## src/rtl/multdiv_pkg.sv

```systemverilog
// Shared encodings for the multiply/divide sequencer: FSM states, op type, watchdog default.
package multdiv_pkg;

  typedef enum logic [1:0] {
    ST_IDLE  = 2'd0,
    ST_ISSUE = 2'd1,
    ST_WAIT  = 2'd2,
    ST_DONE  = 2'd3
  } md_state_e;

  typedef enum logic {
    OP_MULT = 1'b0,
    OP_DIV  = 1'b1
  } md_op_e;

  localparam int TIMEOUT_CYC_DEFAULT = 40;

endpackage

```

## src/rtl/multdiv_ctrl_if.sv

```systemverilog
// Pipeline request/response and mult/div unit signals of multdiv_ctrl, bundled in one interface.
interface multdiv_ctrl_if #(
  parameter int TAG_W = 5
);
  logic             req_mult;
  logic             req_div;
  logic [31:0]      req_opA;
  logic [31:0]      req_opB;
  logic [TAG_W-1:0] req_tag;
  logic             flush;
  logic             busy;
  logic             rsp_valid;
  logic [31:0]      rsp_result;
  logic             rsp_exception;
  logic [TAG_W-1:0] rsp_tag;
  logic [31:0]      md_operandA;
  logic [31:0]      md_operandB;
  logic             md_ctrl_MULT;
  logic             md_ctrl_DIV;
  logic [31:0]      md_result;
  logic             md_exception;
  logic             md_resultRDY;

  // Controller side
  modport slave (
    input  req_mult, req_div, req_opA, req_opB, req_tag, flush,
    input  md_result, md_exception, md_resultRDY,
    output busy, rsp_valid, rsp_result, rsp_exception, rsp_tag,
    output md_operandA, md_operandB, md_ctrl_MULT, md_ctrl_DIV
  );

  // Pipeline plus unit side
  modport master (
    output req_mult, req_div, req_opA, req_opB, req_tag, flush,
    output md_result, md_exception, md_resultRDY,
    input  busy, rsp_valid, rsp_result, rsp_exception, rsp_tag,
    input  md_operandA, md_operandB, md_ctrl_MULT, md_ctrl_DIV
  );
endinterface

```

## src/rtl/md_watchdog.sv

```systemverilog
// WAIT-cycle watchdog for multdiv_ctrl; only instantiated when MULTDIV_TIMEOUT_EN is defined.
module md_watchdog
  import multdiv_pkg::*;
#(
  parameter int TIMEOUT_CYC = TIMEOUT_CYC_DEFAULT
) (
  input  logic clock,
  input  logic reset_n,
  input  logic run_i,
  output logic expired_o
);
  localparam int CNT_W = $clog2(TIMEOUT_CYC + 1);

  logic [CNT_W-1:0] cnt_q;
  logic [CNT_W-1:0] cnt_d;

  // Count holds the number of WAIT cycles already completed, so it reads
  // TIMEOUT_CYC-1 during the last allowed WAIT cycle.
  assign cnt_d     = run_i ? cnt_q + CNT_W'(1) : '0;
  assign expired_o = run_i && (cnt_q == CNT_W'(TIMEOUT_CYC - 1));

  always_ff @(posedge clock) begin
    if (!reset_n) begin
      cnt_q <= '0;
    end else begin
      cnt_q <= cnt_d;
    end
  end
endmodule

```

## src/rtl/multdiv_ctrl.sv

```systemverilog
// Sequencer between the pipeline and a multi-cycle mult/div unit: IDLE -> ISSUE -> WAIT -> DONE.
// Optional WAIT watchdog enabled by defining MULTDIV_TIMEOUT_EN.
module multdiv_ctrl
  import multdiv_pkg::*;
#(
  parameter int TAG_W       = 5,
  parameter int TIMEOUT_CYC = TIMEOUT_CYC_DEFAULT
) (
  input  logic          clock,
  input  logic          reset_n,
  multdiv_ctrl_if.slave bus
);
  md_state_e        state_q;
  logic             busy_q;
  logic             rsp_valid_q;
  logic             rsp_exc_q;
  logic [31:0]      rsp_result_q;
  logic [TAG_W-1:0] rsp_tag_q;
  logic [31:0]      opa_q;
  logic [31:0]      opb_q;
  logic [TAG_W-1:0] tag_q;
  logic             ctrl_mult_q;
  logic             ctrl_div_q;

  logic             accept_d;
  md_op_e           op_d;
  logic             timeout_d;

  if (TIMEOUT_CYC < 1) begin : g_bad_timeout
    $error("multdiv_ctrl: TIMEOUT_CYC must be at least 1");
  end

  assign accept_d = (bus.req_mult | bus.req_div) & ~bus.flush &
                    ((state_q == ST_IDLE) | (state_q == ST_DONE));
  assign op_d     = bus.req_mult ? OP_MULT : OP_DIV;

`ifdef MULTDIV_TIMEOUT_EN
  md_watchdog #(
    .TIMEOUT_CYC (TIMEOUT_CYC)
  ) u_watchdog (
    .clock     (clock),
    .reset_n   (reset_n),
    .run_i     (state_q == ST_WAIT),
    .expired_o (timeout_d)
  );
`else
  assign timeout_d = 1'b0;
`endif

  always_ff @(posedge clock) begin
    if (!reset_n) begin
      state_q      <= ST_IDLE;
      busy_q       <= 1'b0;
      rsp_valid_q  <= 1'b0;
      rsp_exc_q    <= 1'b0;
      rsp_result_q <= '0;
      rsp_tag_q    <= '0;
      opa_q        <= '0;
      opb_q        <= '0;
      tag_q        <= '0;
      ctrl_mult_q  <= 1'b0;
      ctrl_div_q   <= 1'b0;
    end else begin
      ctrl_mult_q <= 1'b0;
      ctrl_div_q  <= 1'b0;
      rsp_valid_q <= 1'b0;
      case (state_q)
        ST_IDLE, ST_DONE: begin
          if (accept_d) begin
            state_q     <= ST_ISSUE;
            busy_q      <= 1'b1;
            opa_q       <= bus.req_opA;
            opb_q       <= bus.req_opB;
            tag_q       <= bus.req_tag;
            ctrl_mult_q <= (op_d == OP_MULT);
            ctrl_div_q  <= (op_d == OP_DIV);
          end else begin
            state_q <= ST_IDLE;
            busy_q  <= 1'b0;
          end
        end
        // md_resultRDY is deliberately not looked at here: the unit still shows the previous op.
        ST_ISSUE: begin
          if (bus.flush) begin
            state_q <= ST_IDLE;
            busy_q  <= 1'b0;
          end else begin
            state_q <= ST_WAIT;
          end
        end
        ST_WAIT: begin
          if (bus.flush) begin
            state_q <= ST_IDLE;
            busy_q  <= 1'b0;
          end else if (bus.md_resultRDY) begin
            state_q      <= ST_DONE;
            busy_q       <= 1'b0;
            rsp_valid_q  <= 1'b1;
            rsp_exc_q    <= bus.md_exception;
            rsp_result_q <= bus.md_exception ? 32'd0 : bus.md_result;
            rsp_tag_q    <= tag_q;
          end else if (timeout_d) begin
            state_q      <= ST_DONE;
            busy_q       <= 1'b0;
            rsp_valid_q  <= 1'b1;
            rsp_exc_q    <= 1'b1;
            rsp_result_q <= 32'd0;
            rsp_tag_q    <= tag_q;
          end
        end
        default: begin
          state_q <= ST_IDLE;
          busy_q  <= 1'b0;
        end
      endcase
    end
  end

  assign bus.busy          = busy_q;
  assign bus.rsp_valid     = rsp_valid_q;
  assign bus.rsp_result    = rsp_result_q;
  assign bus.rsp_exception = rsp_exc_q;
  assign bus.rsp_tag       = rsp_tag_q;
  assign bus.md_operandA   = opa_q;
  assign bus.md_operandB   = opb_q;
  assign bus.md_ctrl_MULT  = ctrl_mult_q;
  assign bus.md_ctrl_DIV   = ctrl_div_q;
endmodule

```

## src/flat_wrapper.sv

```systemverilog
// flat-port wrapper written by rule: the top's interface ports become plain ports
module multdiv_ctrl_flat import multdiv_pkg::*;
#(
  parameter int TAG_W       = 5,
  parameter int TIMEOUT_CYC = TIMEOUT_CYC_DEFAULT
)
  (clock, reset_n, bus_req_mult, bus_req_div, bus_req_opA, bus_req_opB, bus_req_tag, bus_flush, bus_md_result, bus_md_exception, bus_md_resultRDY, bus_busy, bus_rsp_valid, bus_rsp_result, bus_rsp_exception, bus_rsp_tag, bus_md_operandA, bus_md_operandB, bus_md_ctrl_MULT, bus_md_ctrl_DIV);
  multdiv_ctrl_if #(.TAG_W(TAG_W)) bus_i ();
  input  logic clock;
  input  logic reset_n;
  input wire logic [$bits(bus_i.req_mult)-1:0] bus_req_mult;
  input wire logic [$bits(bus_i.req_div)-1:0] bus_req_div;
  input wire logic [$bits(bus_i.req_opA)-1:0] bus_req_opA;
  input wire logic [$bits(bus_i.req_opB)-1:0] bus_req_opB;
  input wire logic [$bits(bus_i.req_tag)-1:0] bus_req_tag;
  input wire logic [$bits(bus_i.flush)-1:0] bus_flush;
  input wire logic [$bits(bus_i.md_result)-1:0] bus_md_result;
  input wire logic [$bits(bus_i.md_exception)-1:0] bus_md_exception;
  input wire logic [$bits(bus_i.md_resultRDY)-1:0] bus_md_resultRDY;
  output wire logic [$bits(bus_i.busy)-1:0] bus_busy;
  output wire logic [$bits(bus_i.rsp_valid)-1:0] bus_rsp_valid;
  output wire logic [$bits(bus_i.rsp_result)-1:0] bus_rsp_result;
  output wire logic [$bits(bus_i.rsp_exception)-1:0] bus_rsp_exception;
  output wire logic [$bits(bus_i.rsp_tag)-1:0] bus_rsp_tag;
  output wire logic [$bits(bus_i.md_operandA)-1:0] bus_md_operandA;
  output wire logic [$bits(bus_i.md_operandB)-1:0] bus_md_operandB;
  output wire logic [$bits(bus_i.md_ctrl_MULT)-1:0] bus_md_ctrl_MULT;
  output wire logic [$bits(bus_i.md_ctrl_DIV)-1:0] bus_md_ctrl_DIV;
  assign bus_i.req_mult = bus_req_mult;
  assign bus_i.req_div = bus_req_div;
  assign bus_i.req_opA = bus_req_opA;
  assign bus_i.req_opB = bus_req_opB;
  assign bus_i.req_tag = bus_req_tag;
  assign bus_i.flush = bus_flush;
  assign bus_i.md_result = bus_md_result;
  assign bus_i.md_exception = bus_md_exception;
  assign bus_i.md_resultRDY = bus_md_resultRDY;
  assign bus_busy = bus_i.busy;
  assign bus_rsp_valid = bus_i.rsp_valid;
  assign bus_rsp_result = bus_i.rsp_result;
  assign bus_rsp_exception = bus_i.rsp_exception;
  assign bus_rsp_tag = bus_i.rsp_tag;
  assign bus_md_operandA = bus_i.md_operandA;
  assign bus_md_operandB = bus_i.md_operandB;
  assign bus_md_ctrl_MULT = bus_i.md_ctrl_MULT;
  assign bus_md_ctrl_DIV = bus_i.md_ctrl_DIV;
  multdiv_ctrl #(.TAG_W(TAG_W), .TIMEOUT_CYC(TIMEOUT_CYC)) u_core (.clock(clock), .reset_n(reset_n), .bus(bus_i));
endmodule
```

## config.mk

```make
export PLATFORM = sky130hd
export DESIGN_NAME = multdiv_ctrl_flat
export DESIGN_NICKNAME = d
export VERILOG_FILES = /design/src/rtl/multdiv_pkg.sv /design/src/rtl/multdiv_ctrl_if.sv /design/src/rtl/md_watchdog.sv /design/src/rtl/multdiv_ctrl.sv /design/src/flat_wrapper.sv
export SDC_FILE = /design/constraint.sdc
export NUM_CORES = 1
export LEC_CHECK = 0
export ABC_CLOCK_PERIOD_IN_PS = 4210
export BUFFER_PORTS_ARGS = -buffer_cell sky130_fd_sc_hd__buf_2
export CORE_AREA = 2 2 102 94
export CTS_BUF_LIST = sky130_fd_sc_hd__clkbuf_8
export CTS_CLUSTER_DIAMETER = 30
export DETAILED_ROUTE_END_ITERATION = 8
export DIE_AREA = 0 0 104 96
export GPL_ROUTABILITY_DRIVEN = 0
export HOLD_SLACK_MARGIN = 0.03
export PLACE_DENSITY_LB_ADDON = 0.05
export SETUP_SLACK_MARGIN = 0.2
export SLEW_MARGIN = 25
export SYNTH_ARGS = -nofsm -noshare
export SYNTH_HDL_FRONTEND = slang
export SYNTH_HIERARCHICAL = 1
export SYNTH_SLANG_ARGS = --single-unit
```

## constraint.sdc

```tcl
create_clock -name clock -period 4.21 [get_ports clock]
set_input_delay 0.6315 -clock clock [delete_from_list [all_inputs] [get_ports clock]]
set_output_delay 0.6315 -clock clock [all_outputs]
set_load 0.05 [all_outputs]
```

; Word level (Yosys, flattened, before mapping)
; Index checks and enable logic that the tools add are counted.
[word_totals]
out_inout_bits = 106
inputBits = 108
elab_cells = 43
regBits = 113
[classes]
reduce_logical = 7
n_eq_ne = 5
mux = 13
n_bitwise = 7
[ops]
columns = op, count
row1 = 2-to-1 mux 32 bit, 1
row2 = 2-to-1 mux 1 bit, 7
row3 = 2-to-1 mux 2 bit, 3
row4 = case mux 2 bit (3 select lines), 1
row5 = AND reduction 3 bit, 2
row6 = equality test 2 bit (second input constant), 2
row7 = AND reduction 2 bit, 2
row8 = inequality test 3 bit (second input constant), 1
row9 = inverter 1 bit, 3
row10 = case mux 1 bit (3 select lines), 1
row11 = OR reduction 3 bit, 1
row12 = AND 1 bit, 2
row13 = equality test 2 x 1 -> 1 bit (second input constant), 1
row14 = zero test 2 bit, 1
row15 = inequality test 2 bit (second input constant), 1
row16 = bitwise OR 1 bit, 2
row17 = OR reduction 2 bit, 1

; Depth between registers and ports, before layout
; Gate-level depths: netlist of run 1.
[depth]
depth_word = 5
depth_mapped = 7
mapped_depth_nobuf = 5

; Least setup slack after synthesis of run 1
; OpenSTA, ideal clock, no wires.
[synth_timing]
path_type = in2reg
from = in bus_flush
to = reg u_core.rsp_result_q[3], in the netlist u_core/bus.rsp_result[3]
setup_slack_ns = 2.703
path_buffers = 3
setup_time_ns = 0.070
path_stages = 6
t_arrival_ns = 1.437
path_cell_list = buf_2 and3b_2 buf_6 buf_6 nand3b_1 a21boi_1
[synth_between]
elab_chain_cells = 2
[synth_rtl]
columns = item, line_no
row1 = "start, declared", flat_wrapper.sv:16  ; input wire logic [$bits(bus_i.flush)-1:0] bus_flush;
row2 = inverter 1 bit, n/a
row3 = AND reduction 3 bit (no source line), n/a
row4 = "end signal, assigned", multdiv_ctrl.sv:100  ; rsp_result_q <= bus.md_exception ? 32'd0 : bus.md_result;
row5 = "end, declared", multdiv_ctrl.sv:17  ; logic [31:0] rsp_result_q;
; Every way passes these cells.
; A chain may end at the register's enable or synchronous reset.

; Worst setup path after layout of run 1
[layout_timing]
from = reg u_core.state_q[0]
to = reg u_core.rsp_result_q[23], in the netlist u_core/bus.rsp_result[23]
[layout_between]
elab_chain_cells = 2
[layout_rtl]
columns = item, line_no
row1 = "start, declared", multdiv_ctrl.sv:13  ; md_state_e state_q;
row2 = "start signal, assigned", multdiv_ctrl.sv:52  ; state_q <= ST_IDLE;
row3 = "start signal, assigned", multdiv_ctrl.sv:70  ; state_q <= ST_ISSUE;
row4 = "start signal, assigned", multdiv_ctrl.sv:78  ; state_q <= ST_IDLE;
row5 = equality test 2 bit, multdiv_ctrl.sv:67  ; case (state_q)
row6 = AND reduction 3 bit (no source line), n/a
; Every way passes these cells.

==> results of run 1 <==
state kept, by name (all words and copies together) (netlist names), 2 cells and up:
| register | count |
|---|---|
| u_core/bus.rsp_tag | 5 |
| u_core/bus.md_operandA | 32 |
| u_core/state_q | 2 |
| u_core/bus.rsp_result | 32 |
| u_core/tag_q | 5 |
| u_core/bus.md_operandB | 32 |
cell type report:
type / instances / area share [%]
clock buffers: 19 / 4.349
repair buffers: 218 / 18.39
inverters: 3 / 0.1873
clock inverters: 13 / 2.684
flip-flops and latches: 113 / 37.62
multi-input cells: 342 / 34.23
well taps: 122 / 2.538
power breakdown:
group / switching (uW) / internal [uW]
Clock: 449 / 615
Combinational: 256 / 123
Sequential: 21.5 / 1110
Total: 727 / 1850
per-stage QoR:
stage               setup WS (ns)  area, um2  total power (uW)  utilization (%)  hold slack, ns
detailed placement          2.012       5590              1541            62.68          0.4433
floorplan                   2.703       4539              1433                -          0.4310
global placement            2.098       5590              1535            62.68          0.4369
CTS                         2.380       6013              2605            67.42          0.3735
global route                2.236       6013              2677            67.42          0.3828
finish                      2.400       6013              2580            67.42          0.3964
Yosys cell counts (2+ instances only):
cell      count  area (um2)
buf_2        17       85.08
a21boi_0     32       240.2
clkbuf_1     12       45.04
nand2_1     182       683.2
inv_1         3       11.26
buf_6         2       22.52
nand3b_1     33       247.7
a21oi_1       2       10.01
dfxtp_1     113        2262
ha_1          2       25.02
mux2i_1      70       700.7
buf_4         8       60.06
a21boi_1      6       45.04
final timing paths:
kind                         startpoint                        end  slack [ns]
setup / recovery      u_core/state_q[0]  u_core/bus.rsp_result[23]        2.40
hold / removal             bus_req_mult     u_core/bus.md_ctrl_DIV        0.40
setup reg to reg      u_core/state_q[0]  u_core/bus.rsp_result[23]        2.40
hold reg to reg   u_core/bus.rsp_tag[0]      u_core/bus.rsp_tag[0]        0.45
kinds of logic (layout without fill, tap and decap cells):
family | count (synthesis) | in the layout
multiplexers | 70 | 70
adder cells (fa/ha/maj) | 2 | 2
flip-flops | 113 | 113
buffers and inverters | 42 | 253
AO/OA/AOI/OAI | 45 | 45
AND/OR/NAND/NOR | 225 | 225
worst register-to-register path: cells and delay by family (launching register included):
family	cells	cell delay [ns]
buf+inv	1	0.06
fa+ha+maj	1	0.24
simple gates	2	0.87
flops	1	0.33
compound gates	1	0.24
metal layers:
metal	GRT usage, %	vias up	routed length, um
met5	0	-	0
met4	10.59	0	212
met3	7.989	17	796
met2	35.64	142	5041
met1	24.11	1781	4644
li1	-	2026	-
==> metrics.txt, run 1 <==
Root Driver clkbuf_8; unrepaired setup endpoints after global routing no; Peak Freq about 0.55 GHz; #FFs+latches synth 113; max-slew violation count 0; first-pass GRT wire length approximately 17000 um; crit path DAT roughly 2.1 ns; CP endpoint kind flop; postcts setup bufs 0; Post-Synth Simple-Gate Area a little over a fifth; Detailed Place HPWL around 7300 um; Initial Util between 50% and 60%; DRT Pass-1 Iters 4; placed insts 798; WP buf/inv 1; clk_lat worst skew ~0.42 ns; H-tree levels 4; CTS Buffer Depth 2; xor/xnor share of the synthesized area 0%; number of synthesized flops with an enable pin 0; CP Class flop to flop; Final Hold Viols 0; initial antenna violation count 0; CP max stage delay around 0.68 ns; Setup-failing EPs final 0; most common cell after layout, fill and taps aside buf_2; synth warn 6; CTS tree yes; Cells on Worst Hold Path 2; vias in the first global route roughly 3700; startpoint types flop; Hold Path Class primary input to flop; routed vias/inst about 4.8; Fillers around 790; cell depth of the worst setup path 5; post-synthesis sequential area ratio 49.83%; Yosys cell types 28; initial DRC count between 100 and 150; port buffer count approximately 210; compound-cell area share of the yosys netlist under 10%; Cell Rows 33; io pins about 210; die area 0.009984 mm2; Die Wd around 100 um; syn avg cell area 9.134 um2; largest family of logic cells by synthesized area simple AND/OR/NAND/NOR gates; Total GRT Usage about a fifth; outcome completed; grt total ovfl 0; area grow syn2layout 32.47%; die height approximately 96 um; Post-synth top flop dfxtp_1; final WL ~11000 um; Synthesized Nets about 610; worst-margin pin slew approximately 0.95 ns; Adder-Cell Fraction of Synth Area 0.5513%; cts hold-fix bufs 0; vias 3966; mapped cell area around 0.0045 mm2; post-cts sizing count 0; Crit path required time 4.54 ns; mux share of post-synthesis cell area around 15%; Diodes inserted 0; Period minus WS final roughly 1.8 ns; Post-route DRC 0; Setup TNS 0 ns; commonest cells after routing, fill and taps aside 212 x buf_2, 182 x nand2_1, 113 x dfxtp_1; Power Density ~430 mW/mm2; Reg area around 0.0023 mm2; slowest stage cell, crit path and3b_2; VDD IR max ~0.00025 V; share of cells above drive strength 1 a little over a third; leakage between 0.002 and 0.003 uW; Worst-path clk slew 0.07 ns; area of the core 0.008919 mm2; worst path cell trace inv_1, ha_1, and3b_2, nand3b_1, a21boi_0; nets just over 800; max cap viols 0; Antenna Violating Nets Remaining 0; fraction of registers with async set/reset 0%; CP top delay family simple AND/OR/NAND/NOR gates; Period Utilization, post-route 43.00%; worst r2r path cells 5; largest net degree at the start of global routing around 110; CTS Sinks 113; Num CTS Buffers 17; Routed WL per cell between 10 and 15 um; Cells after Synth slightly below 500; Crit Path Max Fanout 39; Max Clock Skew 0.01111 ns; multi-input logic area ~0.0021 mm2; Slew HR a little over a third; Finished Layout Cells 830
Note: power is estimated with default switching activity, not from simulation.
==> inputs of run 2 (changes only) <==
--- a/config.mk
+++ b/config.mk
@@ -5,13 +5,13 @@
 export SDC_FILE = /design/constraint.sdc
 export NUM_CORES = 1
 export LEC_CHECK = 0
-export ABC_CLOCK_PERIOD_IN_PS = 4210
+export ABC_CLOCK_PERIOD_IN_PS = 1800
 export BUFFER_PORTS_ARGS = -buffer_cell sky130_fd_sc_hd__buf_2
-export CORE_AREA = 2 2 102 94
+export CORE_AREA = 2 2 106 98
 export CTS_BUF_LIST = sky130_fd_sc_hd__clkbuf_8
 export CTS_CLUSTER_DIAMETER = 30
 export DETAILED_ROUTE_END_ITERATION = 8
-export DIE_AREA = 0 0 104 96
+export DIE_AREA = 0 0 108 100
 export GPL_ROUTABILITY_DRIVEN = 0
 export HOLD_SLACK_MARGIN = 0.03
 export PLACE_DENSITY_LB_ADDON = 0.05
==> constraint.sdc (replaced) <==
create_clock -name clock -period 1.8 [get_ports clock]
set_input_delay 0.27 -clock clock [delete_from_list [all_inputs] [get_ports clock]]
set_output_delay 0.27 -clock clock [all_outputs]
set_load 0.05 [all_outputs]
==> metrics.txt, run 2 (synthesis gave the netlist of run 1 again) <==
Num CTS Buffers 17; routed vias/inst approximately 4.8; initial antenna violation count 0; vias approximately 4000; VDD IR max 0.0005831 V; met3 wire len around 1000 um; Total GRT Usage between 15 and 20%; Max Clock Skew roughly 0.013 ns; CTS tree yes; Die Wd about 110 um; Slew HR a little under three quarters; max-slew violation count 0; cts hold-fix bufs 0; commonest cells after routing, fill and taps aside 212 x buf_2, 182 x nand2_1, 112 x dfxtp_1; nets 813; Diodes inserted 0; Routed WL per cell roughly 13 um; Sw Share between 20% and 30%; CTS Sinks between 100 and 150; worst path cell trace inv_1, ha_4, o21ai_2, nor2_4, buf_8, buf_12, mux2i_1; Antenna Violating Nets Remaining 0; hold slack approximately 0.076 ns; clock power share approximately two fifths; clk_lat worst skew 0.41 ns; grt total ovfl 0; met2 WL ~5200 um; internal power ~4500 uW; vias in the first global route approximately 3700; Initial Util between 40% and 50%; fin util a little under two thirds; Setup TNS 0 ns; leakage 0.002955 uW; crit path DAT 1.84 ns; Setup-failing EPs final 0; worst hold start bus_req_mult; startpoint types flop; Root Driver clkbuf_8; DRT Pass-1 Iters 4; area grow syn2layout 38.48%; area of the core about 0.0099 mm2; Switch Pwr 1724 uW; die area between 0.01 and 0.015 mm2; port buffer count roughly 210; M1 WL 4830 um; CP endpoint kind flop; first-pass GRT wire length about 17000 um; outcome completed; Peak Freq 0.6582 GHz; slowest stage cell, crit path dfxtp_2; initial DRC count 189; H-tree levels 4; largest net degree at the start of global routing 65; share of cells above drive strength 1 a little under two fifths; max cap viols 0; CTS Buffer Depth 2; Finished Layout Cells ~850; Period Utilization, post-route between 80% and 90%; CP max stage delay ~0.34 ns; R2R Path Start u_core/state_q[0]; Crit Path Max Fanout 13; most common cell after layout, fill and taps aside buf_2; io pins ~210; Crit. Startpoint u_core/state_q[0]; Cell Rows 35; Detailed Place HPWL 7486 um; Power Density ~990 mW/mm2; unrepaired setup endpoints after global routing no; Flop pwr share 42.7%; Crit path required time around 2.1 ns; placed insts between 800 and 900; worst-margin pin slew 0.4257 ns; combinational power share about 16%; Hold Path Class primary input to flop; die height ~100 um; Worst-path clk slew approximately 0.060 ns; CP Class flop to flop; Post-route DRC 0; final WL between 10000 and 15000 um; Final Hold Viols 0; total power 6220 uW; Period minus WS final roughly 1.5 ns; Top Layer Used met4
==> run 2: changes by cell type in the layout (fill, tap and decap cells not counted), moves of 2 or more <==
cell	delta
buf_12	+7
buf_16	+3
buf_4	-4
clkinvlp_4	-3
clkinv_4	+2
clkinv_2	+3
==> run 2: layer usage <==
layer | GRT usage [%] | up-vias
li1 | - | 2045
met1 | 22.98 | 1823
met2 | 32.61 | 139
met3 | 8.766 | 13
met4 | 7.692 | 0
met5 | 0 | -
==> run 2: timing repair <==
item | CTS | global route
hold endpoints to repair | 0 | 0
pin swaps | 1 | 0
cloned | 2 | 1
buffers inserted | 2 | 0
gates resized for setup | 3 | 5
endpoints found under the setup margin | 9 | 46
==> run 2: per-stage QoR <==
stage	instance area, um2	worst slack [ns]
final	6286	0.2806
after global routing	6286	0.1934
after CTS	6259	0.2274
after detailed placement	5722	0.1902
after global placement	5722	0.2766
after floorplan	4539	0.3782
==> run 2: final timing paths <==
path	end	slack, ns	cells past startpoint
max reg2reg	u_core/bus.md_operandB[9]	0.28	7
min reg2reg	u_core/bus.rsp_result[4]	0.45	2
max	u_core/bus.md_operandB[9]	0.28	7
min	u_core/bus.md_ctrl_DIV	0.08	2
==> run 2: worst max-delay path, delay by kind of cell, from the launching register on <==
| family | cells | cell delay (ns) |
|---|---|---|
| compound gates | 1 | 0.07 |
| buf+inv | 3 | 0.41 |
| mux | 1 | 0.21 |
| fa+ha+maj | 1 | 0.27 |
| simple gates | 1 | 0.13 |
| flops | 1 | 0.34 |
==> run 2: power groups by stage <==
stage	sequential, uW	clock (uW)	combinational [uW]
final	2660	2590	968
after global routing	2670	2760	1030
after CTS	2660	2670	964
after detailed placement	2710	0	924
after global placement	2710	0	908
after floorplan	3050	0	301
==> run 2: final cells by class <==
type / instances / area [um2]
Clock buffer: 18 / 247.7
Clock inverter: 14 / 188.9
Fill cell: 866 / 3567
Inverter: 3 / 11.26
Multi-Input combinational cell: 342 / 2074
Sequential cell: 113 / 2263
Tap cell: 129 / 161.4
Timing Repair Buffer: 226 / 1339
==> inputs of run 3 (changes only) <==
--- a/config.mk
+++ b/config.mk
@@ -5,7 +5,7 @@
 export SDC_FILE = /design/constraint.sdc
 export NUM_CORES = 1
 export LEC_CHECK = 0
-export ABC_CLOCK_PERIOD_IN_PS = 1800
+export ABC_CLOCK_PERIOD_IN_PS = 1400
 export BUFFER_PORTS_ARGS = -buffer_cell sky130_fd_sc_hd__buf_2
 export CORE_AREA = 2 2 106 98
 export CTS_BUF_LIST = sky130_fd_sc_hd__clkbuf_8
==> constraint.sdc (replaced) <==
create_clock -name clock -period 1.4 [get_ports clock]
set_input_delay 0.21 -clock clock [delete_from_list [all_inputs] [get_ports clock]]
set_output_delay 0.21 -clock clock [all_outputs]
set_load 0.05 [all_outputs]
==> metrics.txt, run 3 (synthesis gave the netlist of run 1 again) <==
Finished Layout Cells 892; die area 0.01080 mm2; Num CTS Buffers 17; CP endpoint kind flop; leakage between 0.003 and 0.004 uW; startpoint types flop; most common cell after layout, fill and taps aside nand2_1; area of the core around 0.0099 mm2; Total GRT Usage between 20% and 30%; routed vias/inst between 4 and 5; io pins ~210; crit path DAT 1.81 ns; VDD IR max about 0.0007 V; Peak Freq around 0.68 GHz; Placement Cell Area 0.005757 mm2; clk_lat worst skew slightly above 0.4 ns; CP Class flop to flop; Initial Util between 40 and 50%; max cap viols 0; initial DRC count between 150 and 200; die height ~100 um; vias in the first global route around 4000; Die Wd roughly 110 um; unrepaired setup endpoints after global routing yes; CTS Buffer Depth 2; Hold Path Class primary input to flop; nets approximately 860; H-tree levels 4; Diodes inserted 0; Crit Path Max Fanout 9; outcome finished, violations left; DRT Pass-1 Iters 4; post-route cell area ~0.0075 mm2; Max Clock Skew 0.01145 ns; final WL around 13000 um; initial antenna violation count 0; commonest cells after routing, fill and taps aside 177 x nand2_1, 106 x buf_2, 93 x dfxtp_1; Antenna Violating Nets Remaining 0; Detailed Place HPWL roughly 7500 um; Worst-path clk slew ~0.070 ns; Post-route DRC 0; CTS Sinks 113; Slew HR between 70% and 80%; worst-margin pin slew around 0.43 ns; area grow syn2layout 65.44%; Fillers just over 700; largest net degree at the start of global routing 63; Routed WL per cell between 10 and 15 um; port buffer count around 210; Period Utilization, post-route 105.8%; Crit path required time between 1.5 and 2 ns; Root Driver clkbuf_8; Setup-failing EPs final 40; failing checks setup timing; share of cells above drive strength 1 42.07%; multi-input logic area 0.002176 mm2; Power Density 1053 mW/mm2; Reg area roughly 0.0023 mm2; CTS tree yes; vias 4316; Cell Rows 35; max-slew violation count 0; grt total ovfl 0; Final Hold Viols 0; first-pass GRT wire length around 19000 um; final setup margin -0.08108 ns; Period minus WS final 1.481 ns; fin util about three quarters; placed insts about 810
==> run 3: worst paths after layout <==
kind,start,to,slack (ns),cells past startpoint
setup / recovery,u_core/state_q[0],u_core/bus.md_operandB[29],-0.08,8
hold / removal,bus_req_opA[21],u_core/bus.md_operandA[21],0.04,3
setup reg to reg,u_core/state_q[0],u_core/bus.md_operandB[29],-0.08,8
hold reg to reg,u_core/tag_q[4],u_core/bus.rsp_tag[4],0.45,2
==> run 3: layout make-up <==
type | count | share of cell area (%)
multi-input combinational | 342 | 28.97
clock inverter | 12 | 1.583
timing repair buffer | 274 | 33.21
clock buffer | 19 | 3.482
tap | 129 | 2.149
inverter | 3 | 0.1500
sequential | 113 | 30.46
==> run 3: power by group <==
part | leakage, uW | internal (uW) | switching [uW]
Combinational | 0.00223 | 681 | 844
Sequential | 0.000930 | 3360 | 92.4
Clock | 0.000196 | 1640 | 1290
Total | 0.00335 | 5680 | 2230
==> run 3: worst max-delay path, stage by stage, from the launching register on <==
cell and delay [ns]:
dfxtp_2 0.33, inv_2 0.04, ha_4 0.27, o21ai_4 0.07, nor2_4 0.12, buf_4 0.14
buf_12 0.11, buf_16 0.13, mux2i_1 0.20
==> run 3: timing repair <==
item	4_1_cts	5_1_grt
buffers inserted	9	2
hold buffers	25	2
resized for setup	162	108
pin swaps	24	39
gates cloned	9	2
endpoints found under the hold margin	25	2
setup endpoints to repair	216	182
==> run 3: metal layers <==
layer / vias up / routed length, um / track usage (%)
met5: - / 0 / 0
met4: 0 / 205 / 7.791
met3: 18 / 905 / 7.468
met2: 151 / 6808 / 38.90
met1: 1998 / 5082 / 25.82
li1: 2149 / - / -
==> run 3: stage by stage <==
| step | total power, uW | worst slack [ns] | hold slack [ns] | TNS [ns] |
|---|---|---|---|---|
| global route | 8222 | -0.1263 | 0.03148 | -4.723 |
| CTS | 7854 | -0.01413 | 0.03017 | -0.1995 |
| finish | 7908 | -0.08108 | 0.04498 | -0.9401 |
| global placement | 4657 | -0.01641 | 0.4374 | -0.3135 |
| floorplan | 4330 | 0.05641 | 0.2807 | 0 |
| detailed placement | 4681 | -0.08926 | 0.4436 | -3.382 |
